--- src/rtl/m_bist_pkg.sv ---
// ---------------------------------------------------------------------------
// m_bist_pkg
// Shared definitions for the inverter BIST: the LFSR seed and tap mask, the
// controller state encoding, and a helper that computes the next LFSR value.
// ---------------------------------------------------------------------------
package m_bist_pkg;

   // Every run starts from this seed, so the stimulus sequence is reproducible.
   localparam logic [7:0] LFSR_SEED = 8'h01;

   // Taps at bit positions 8,6,5,4 (1-based), i.e. register bits 7,5,4,3.
   localparam logic [7:0] LFSR_TAPS = 8'hB8;

   typedef enum logic [1:0] {
      ST_IDLE  = 2'd0,
      ST_RUN   = 2'd1,
      ST_DRAIN = 2'd2,
      ST_DONE  = 2'd3
   } bist_state_t;

   // Fibonacci step: shift towards the MSB and feed the XOR of the tapped
   // bits back into bit 0, which is the bit presented as stimulus.
   function automatic logic [7:0] lfsr_next(input logic [7:0] cur);
      return {cur[6:0], ^(cur & LFSR_TAPS)};
   endfunction

endpackage

--- src/rtl/m_lfsr8.sv ---
// ---------------------------------------------------------------------------
// m_lfsr8
// 8-bit Fibonacci LFSR used as the BIST stimulus source.
// Ports:
//   clk     - clock, rising edge
//   rst     - asynchronous active-high reset, forces the seed
//   load    - synchronous reload with the seed (has priority over en)
//   en      - advance one step
//   out_bit - register bit 0, the current stimulus bit
// ---------------------------------------------------------------------------
module m_lfsr8
   import m_bist_pkg::*;
(
   input  logic clk,
   input  logic rst,
   input  logic load,
   input  logic en,
   output logic out_bit
);

   logic [7:0] lfsr_q;

   // Seed on reset or load so a new run always replays the same sequence.
   always_ff @(posedge clk or posedge rst) begin
      if (rst) begin
         lfsr_q <= LFSR_SEED;
      end else if (load) begin
         lfsr_q <= LFSR_SEED;
      end else if (en) begin
         lfsr_q <= lfsr_next(lfsr_q);
      end
   end

   assign out_bit = lfsr_q[0];

endmodule

--- src/rtl/m_inv_bist.sv ---
// ---------------------------------------------------------------------------
// m_inv_bist
// Built-in self test for an external inverter. Drives N_VECTORS LFSR bits on
// stim_out, compares resp_in (arriving LAT cycles later) against the
// inverted stimulus, and counts mismatches in a saturating counter.
// Parameters:
//   N_VECTORS - vectors per run (1..65535)
//   LAT       - response latency of the device under test (0..7)
//   ERR_W     - width of err_cnt
// Ports:
//   clk      - clock, rising edge
//   rst      - asynchronous active-high reset, aborts any run
//   start    - run request, honoured only in IDLE or DONE
//   stim_out - stimulus bit to the inverter, 0 outside RUN
//   resp_in  - response bit from the inverter
//   busy     - high in RUN and DRAIN
//   done     - high in DONE, until the next run starts
//   pass     - high in DONE when no mismatch was seen
//   err_cnt  - mismatches in the current or last run
// ---------------------------------------------------------------------------
module m_inv_bist
   import m_bist_pkg::*;
#(
   parameter int N_VECTORS = 16,
   parameter int LAT       = 0,
   parameter int ERR_W     = 8
) (
   input  logic             clk,
   input  logic             rst,
   input  logic             start,
   output logic             stim_out,
   input  logic             resp_in,
   output logic             busy,
   output logic             done,
   output logic             pass,
   output logic [ERR_W-1:0] err_cnt
);

   localparam logic [15:0] VEC_LAST   = 16'(N_VECTORS - 1);
   localparam logic [2:0]  DRAIN_LAST = (LAT > 0) ? 3'(LAT - 1) : 3'd0;
   localparam logic [ERR_W-1:0] ERR_MAX = '1;

   bist_state_t state, next_state;
   logic [15:0] vec_cnt;
   logic [2:0]  drain_cnt;
   logic        lfsr_bit;
   logic        start_run;
   logic        in_run;
   logic        cmp_exp;
   logic        cmp_valid;

   // A run may only be launched from IDLE or DONE; start is ignored otherwise.
   assign start_run = start && ((state == ST_IDLE) || (state == ST_DONE));
   assign in_run    = (state == ST_RUN);

   // Stimulus source: reloaded when a run is launched, stepped once per RUN cycle.
   m_lfsr8 u_lfsr (
      .clk     (clk),
      .rst     (rst),
      .load    (start_run),
      .en      (in_run),
      .out_bit (lfsr_bit)
   );

   // State register.
   always_ff @(posedge clk or posedge rst) begin
      if (rst) begin
         state <= ST_IDLE;
      end else begin
         state <= next_state;
      end
   end

   // Next-state logic. RUN lasts N_VECTORS cycles, then DRAIN waits LAT
   // cycles for the last responses; with no latency DRAIN is skipped.
   always_comb begin
      next_state = state;
      case (state)
         ST_IDLE, ST_DONE: begin
            if (start) begin
               next_state = ST_RUN;
            end
         end
         ST_RUN: begin
            if (vec_cnt == VEC_LAST) begin
               next_state = (LAT == 0) ? ST_DONE : ST_DRAIN;
            end
         end
         ST_DRAIN: begin
            if (drain_cnt == DRAIN_LAST) begin
               next_state = ST_DONE;
            end
         end
         default: next_state = ST_IDLE;
      endcase
   end

   // Output decode. Stimulus is only exposed during RUN.
   always_comb begin
      stim_out = 1'b0;
      busy     = 1'b0;
      done     = 1'b0;
      pass     = 1'b0;
      case (state)
         ST_RUN: begin
            stim_out = lfsr_bit;
            busy     = 1'b1;
         end
         ST_DRAIN: begin
            busy = 1'b1;
         end
         ST_DONE: begin
            done = 1'b1;
            pass = (err_cnt == '0);
         end
         default: ;
      endcase
   end

   // Vector and drain counters. The drain counter sits at zero outside
   // DRAIN so it is ready the moment DRAIN is entered.
   always_ff @(posedge clk or posedge rst) begin
      if (rst) begin
         vec_cnt   <= '0;
         drain_cnt <= '0;
      end else begin
         if (start_run) begin
            vec_cnt <= '0;
         end else if (in_run) begin
            vec_cnt <= vec_cnt + 16'd1;
         end
         if (state == ST_DRAIN) begin
            drain_cnt <= drain_cnt + 3'd1;
         end else begin
            drain_cnt <= '0;
         end
      end
   end

   // Expected-response alignment. The expected bit travels with a valid
   // flag so that only genuine vectors are ever compared; with LAT=0 the
   // comparison is made against the live stimulus.
   generate
      if (LAT == 0) begin : g_no_lat
         assign cmp_exp   = ~stim_out;
         assign cmp_valid = in_run;
      end else begin : g_lat
         logic [LAT-1:0] exp_pipe;
         logic [LAT-1:0] vld_pipe;

         always_ff @(posedge clk or posedge rst) begin
            if (rst) begin
               exp_pipe <= '0;
               vld_pipe <= '0;
            end else if (start_run) begin
               exp_pipe <= '0;
               vld_pipe <= '0;
            end else begin
               exp_pipe[0] <= ~stim_out;
               vld_pipe[0] <= in_run;
               for (int i = 1; i < LAT; i++) begin
                  exp_pipe[i] <= exp_pipe[i-1];
                  vld_pipe[i] <= vld_pipe[i-1];
               end
            end
         end

         assign cmp_exp   = exp_pipe[LAT-1];
         assign cmp_valid = vld_pipe[LAT-1];
      end
   endgenerate

   // Mismatch counter, cleared at launch and saturating at its maximum.
   always_ff @(posedge clk or posedge rst) begin
      if (rst) begin
         err_cnt <= '0;
      end else if (start_run) begin
         err_cnt <= '0;
      end else if (cmp_valid && (resp_in != cmp_exp) && (err_cnt != ERR_MAX)) begin
         err_cnt <= err_cnt + 1'b1;
      end
   end

endmodule

--- config.mk ---
export PLATFORM = sky130hd
export DESIGN_NAME = m_inv_bist
export DESIGN_NICKNAME = d
export VERILOG_FILES = /design/src/rtl/m_bist_pkg.sv /design/src/rtl/m_lfsr8.sv /design/src/rtl/m_inv_bist.sv
export SDC_FILE = /design/constraint.sdc
export NUM_CORES = 1
export LEC_CHECK = 0
export ABC_AREA = 1
export ABC_CLOCK_PERIOD_IN_PS = 2300
export BUFFER_PORTS_ARGS = -buffer_cell sky130_fd_sc_hd__buf_2
export CORE_UTILIZATION = 35
export DETAILED_ROUTE_END_ITERATION = 10
export PLACE_DENSITY_LB_ADDON = 0.15
export SLEW_MARGIN = 10
export SYNTH_ARGS = -nofsm -noshare
export SYNTH_HDL_FRONTEND = slang
export SYNTH_HIERARCHICAL = 1
export SYNTH_SLANG_ARGS = --single-unit
--- constraint.sdc ---
create_clock -name clk -period 2.3 [get_ports clk]
set_input_delay 0.46 -clock clk [delete_from_list [all_inputs] [get_ports clk]]
set_output_delay 0.46 -clock clk [all_outputs]
set_load 0.01 [all_outputs]
==> reports/metrics.csv <==
stage,metric,value,unit
status,status,"complete, no violations",
timing,finalHoldViolations,0,
pwr,p_per_area,597,nW/um^2
pwr,comb_power_share,14.1,%
pwr,p_seq_share,51.5,%
logic_synthesis,synth_cell_type_count,26,
final_layout,postLayoutCoreUtil,40.9,%
timing,rsz0062_at_grt,no,
worst_setup_path,arrival,1.36,ns
pwr,p_leak,0.00135,uW
routing,routedWlPerCell,11.3,um
clock_network,clkLatencyLatePin,0.29,ns
floorplanning,core-area,5960,um^2
clock_network,tritoncts,done,
final_layout,area_growth,12.5,%
clock_network,post-cts-setup-buffers,0,
place,portBuffers,15,
timing,period_share,79.3,%
timing,final.min_clock_period,1.82,ns
worst_setup_path,crit_start,err_cnt[0],
pwr,intPower,1040,uW
place,place_congestion,0.776,
final_layout,drive_gt1_share,13.4,%
clock_network,cts_sinks,37,
worst_setup_path,rr_worst_depth,7,
logic_synthesis,synth_area_leaders,"dfrtp_1 42%, nand2_1 14%, nor2_1 8.5%, inv_1 7.8%, nand3_1 5.1%",
final_layout,antenna_cells,0,
place,place_hpwl,3.33,mm
clock_network,clock-root-buffer,clkbuf_8,
pwr,irDropWorstVdd,0.288,mV
worst_setup_path,crit_fanout,4,
grt,grt.total_usage,15.6,%
floorplanning,rows,28,
floorplanning,die_x,80.6,um
place,dpl_cell_area,2330,um^2
final_layout,layoutNonFillerInstCount,397,
grt,grt-ovfl-total,0,
worst_setup_path,cp-start-kind,register,
final_layout,fin_nets,333,
clock_network,cts-htree-levels,2,
worst_setup_path,r2r_slack,0.66,ns
hold_path,min_path_type,in2async,
place,dp.cells,389,
pwr,p_clk_share,34.4,%
clock_network,numCtsBuffers,5,
timing,max_freq,548,MHz
logic_synthesis,synth_top_area_share,41.6,%
worst_setup_path,timing.rr.end,u_lfsr/lfsr_q[3],
grt,grt_pass1_vias,1772,
logic_synthesis,syn_nets,312,
floorplanning,start_util,36.3,%
routing,num_vias,1852,
clock_network,cts_buffer_depth,2,
timing,skew,0.00747,ns
logic_synthesis,synth-seq-cells,37,
logic_synthesis,ys_warn_count,6,
worst_setup_path,r2r_start,state[0],
floorplanning,die-area,6500,um^2
job,maxCapViolations,0,
logic_synthesis,synthArstFlopShare,100,%
timing,slew_headroom,73.2,%
floorplanning,fp.dieH,80.6,um
clock_network,cts_resized,0,
worst_setup_path,crit_path_end_kind,primary output,
floorplanning,io_pins,16,
worst_setup_path,critPathKind,reg2out,
routing,postRouteAntennaNets,0,
timing,drv_slew,0,
logic_synthesis,yosysSeqAreaShare,42.8,%
grt,antenna_found_initial,0,
logic_synthesis,syn_avg_cell_area,7.22,um^2
timing,whs,0.117,ns
routing,wl,4.47,mm
clock_network,ctsHoldBuffers,0,
final_layout,design_area,2440,um^2
routing,vias_per_cell,4.66,
final_layout,mostFrequentLayoutCells,"82 x nand2_1, 49 x nor2_1, 45 x inv_1, 36 x dfrtp_1, 22 x nand3_1",
final_layout,final_common_cell,nand2_1,
routing,dr.pass1.iters,4,
timing,setup_tns,0,ns
logic_synthesis,yosys.area.top_type,dfrtp_1,
worst_setup_path,critical_path.endpoint,pass,
routing,drc_errors,0,
timing,tightest_slew,0.401,ns
logic_synthesis,syn_inst,300,
routing,first_iter_violations,85,
grt,grt_pass1_wl,7.83,mm
worst_setup_path,critPathRequiredTime,1.84,ns
grt,grt_max_degree,30,
clock_network,clkSlewWorstSetupHoldPaths,0.07,ns
logic_synthesis,synth-edff-count,0,
logic_synthesis,synth_area,2160,um^2
final_layout,fill_cells,649,
pwr,switchingPower,414,uW
timing,setup_viol,0,
pwr,swShare,28.5,%
logic_synthesis,synthFlopType,dfrtp_1,
-- metal layers --
metal | GRT usage (%) | share of wire (%)
met4 | 5.36 | 0.31
met1 | 20.7 | 50
met5 | 0 | 0
met2 | 25.3 | 48
met3 | 2.73 | 1.8
-- state kept, by name (all words and copies together), names as in the netlist --
name,count
vec_cnt,16
err_cnt,8
u_lfsr/lfsr_q,8
drain_cnt,3
state,2
-- cell type report --
| class | count | area (um^2) | share of cell area, % |
|---|---|---|---|
| Tap cell | 75 | 93.8 | 3.85 |
| Sequential cell | 37 | 927 | 38.1 |
| Inverter | 49 | 184 | 7.55 |
| Timing Repair Buffer | 18 | 97.6 | 4.01 |
| Multi-Input combinational cell | 210 | 1030 | 42.4 |
| Clock buffer | 7 | 96.3 | 3.95 |
| Clock inverter | 1 | 5.00 | 0.205 |
-- cell usage after synthesis, types with 2 or more instances --
library cell,count
nand2_2,4
inv_1,45
o21ai_1,5
a21oi_1,8
nor2_4,4
nor2_2,2
buf_2,2
nand4_1,7
nand2_1,82
o21ai_0,5
o22ai_1,6
inv_2,4
ha_1,8
xnor2_1,2
nor2_1,49
dfrtp_1,36
nand3_1,22
-- power by group through the flow --
stage	sequential [uW]	clock (uW)	combinational, uW
6_report	749	500	205
5_1_grt	755	548	238
4_1_cts	749	526	209
3_5_place_dp	761	0	208
3_3_place_gp	763	0	206
2_1_floorplan	764	0	121
-- logic make-up after synthesis --
group / after synthesis / share of synthesized area (%)
AOI/OAI and AO/OA: 25 / 6.24
and+or+nand+nor: 174 / 35.6
xor gates and xnor gates: 3 / 1.21
DFF: 37 / 42.8
adders and majority gates: 8 / 4.62
buffers and inverters: 53 / 9.48
-- worst min path at each step --
stage,to,slack [ns],cells after the start
6_report,u_lfsr/lfsr_q[1],0.12,2
5_1_grt,u_lfsr/lfsr_q[3],0.14,2
4_1_cts,u_lfsr/lfsr_q[1],0.11,2
3_5_place_dp,u_lfsr/lfsr_q[1],0.43,2
3_3_place_gp,u_lfsr/lfsr_q[2],0.43,2
2_1_floorplan,u_lfsr/lfsr_q[1],0.27,1
-- critical path, stage by stage (launching register included) --
cell     delay [ns]
dfrtp_1        0.42
inv_1          0.11
ha_1           0.15
nand3_1        0.09
nor3_1         0.15
buf_2          0.16
-- metrics by stage --
stage,setup slack [ns],total power [uW]
final,0.477,1450
after global routing,0.369,1540
after CTS,0.447,1480
after detailed placement,0.684,969
after global placement,0.727,969
after floorplan,0.721,885
No activity file was read; power rests on OpenSTA's default activity.
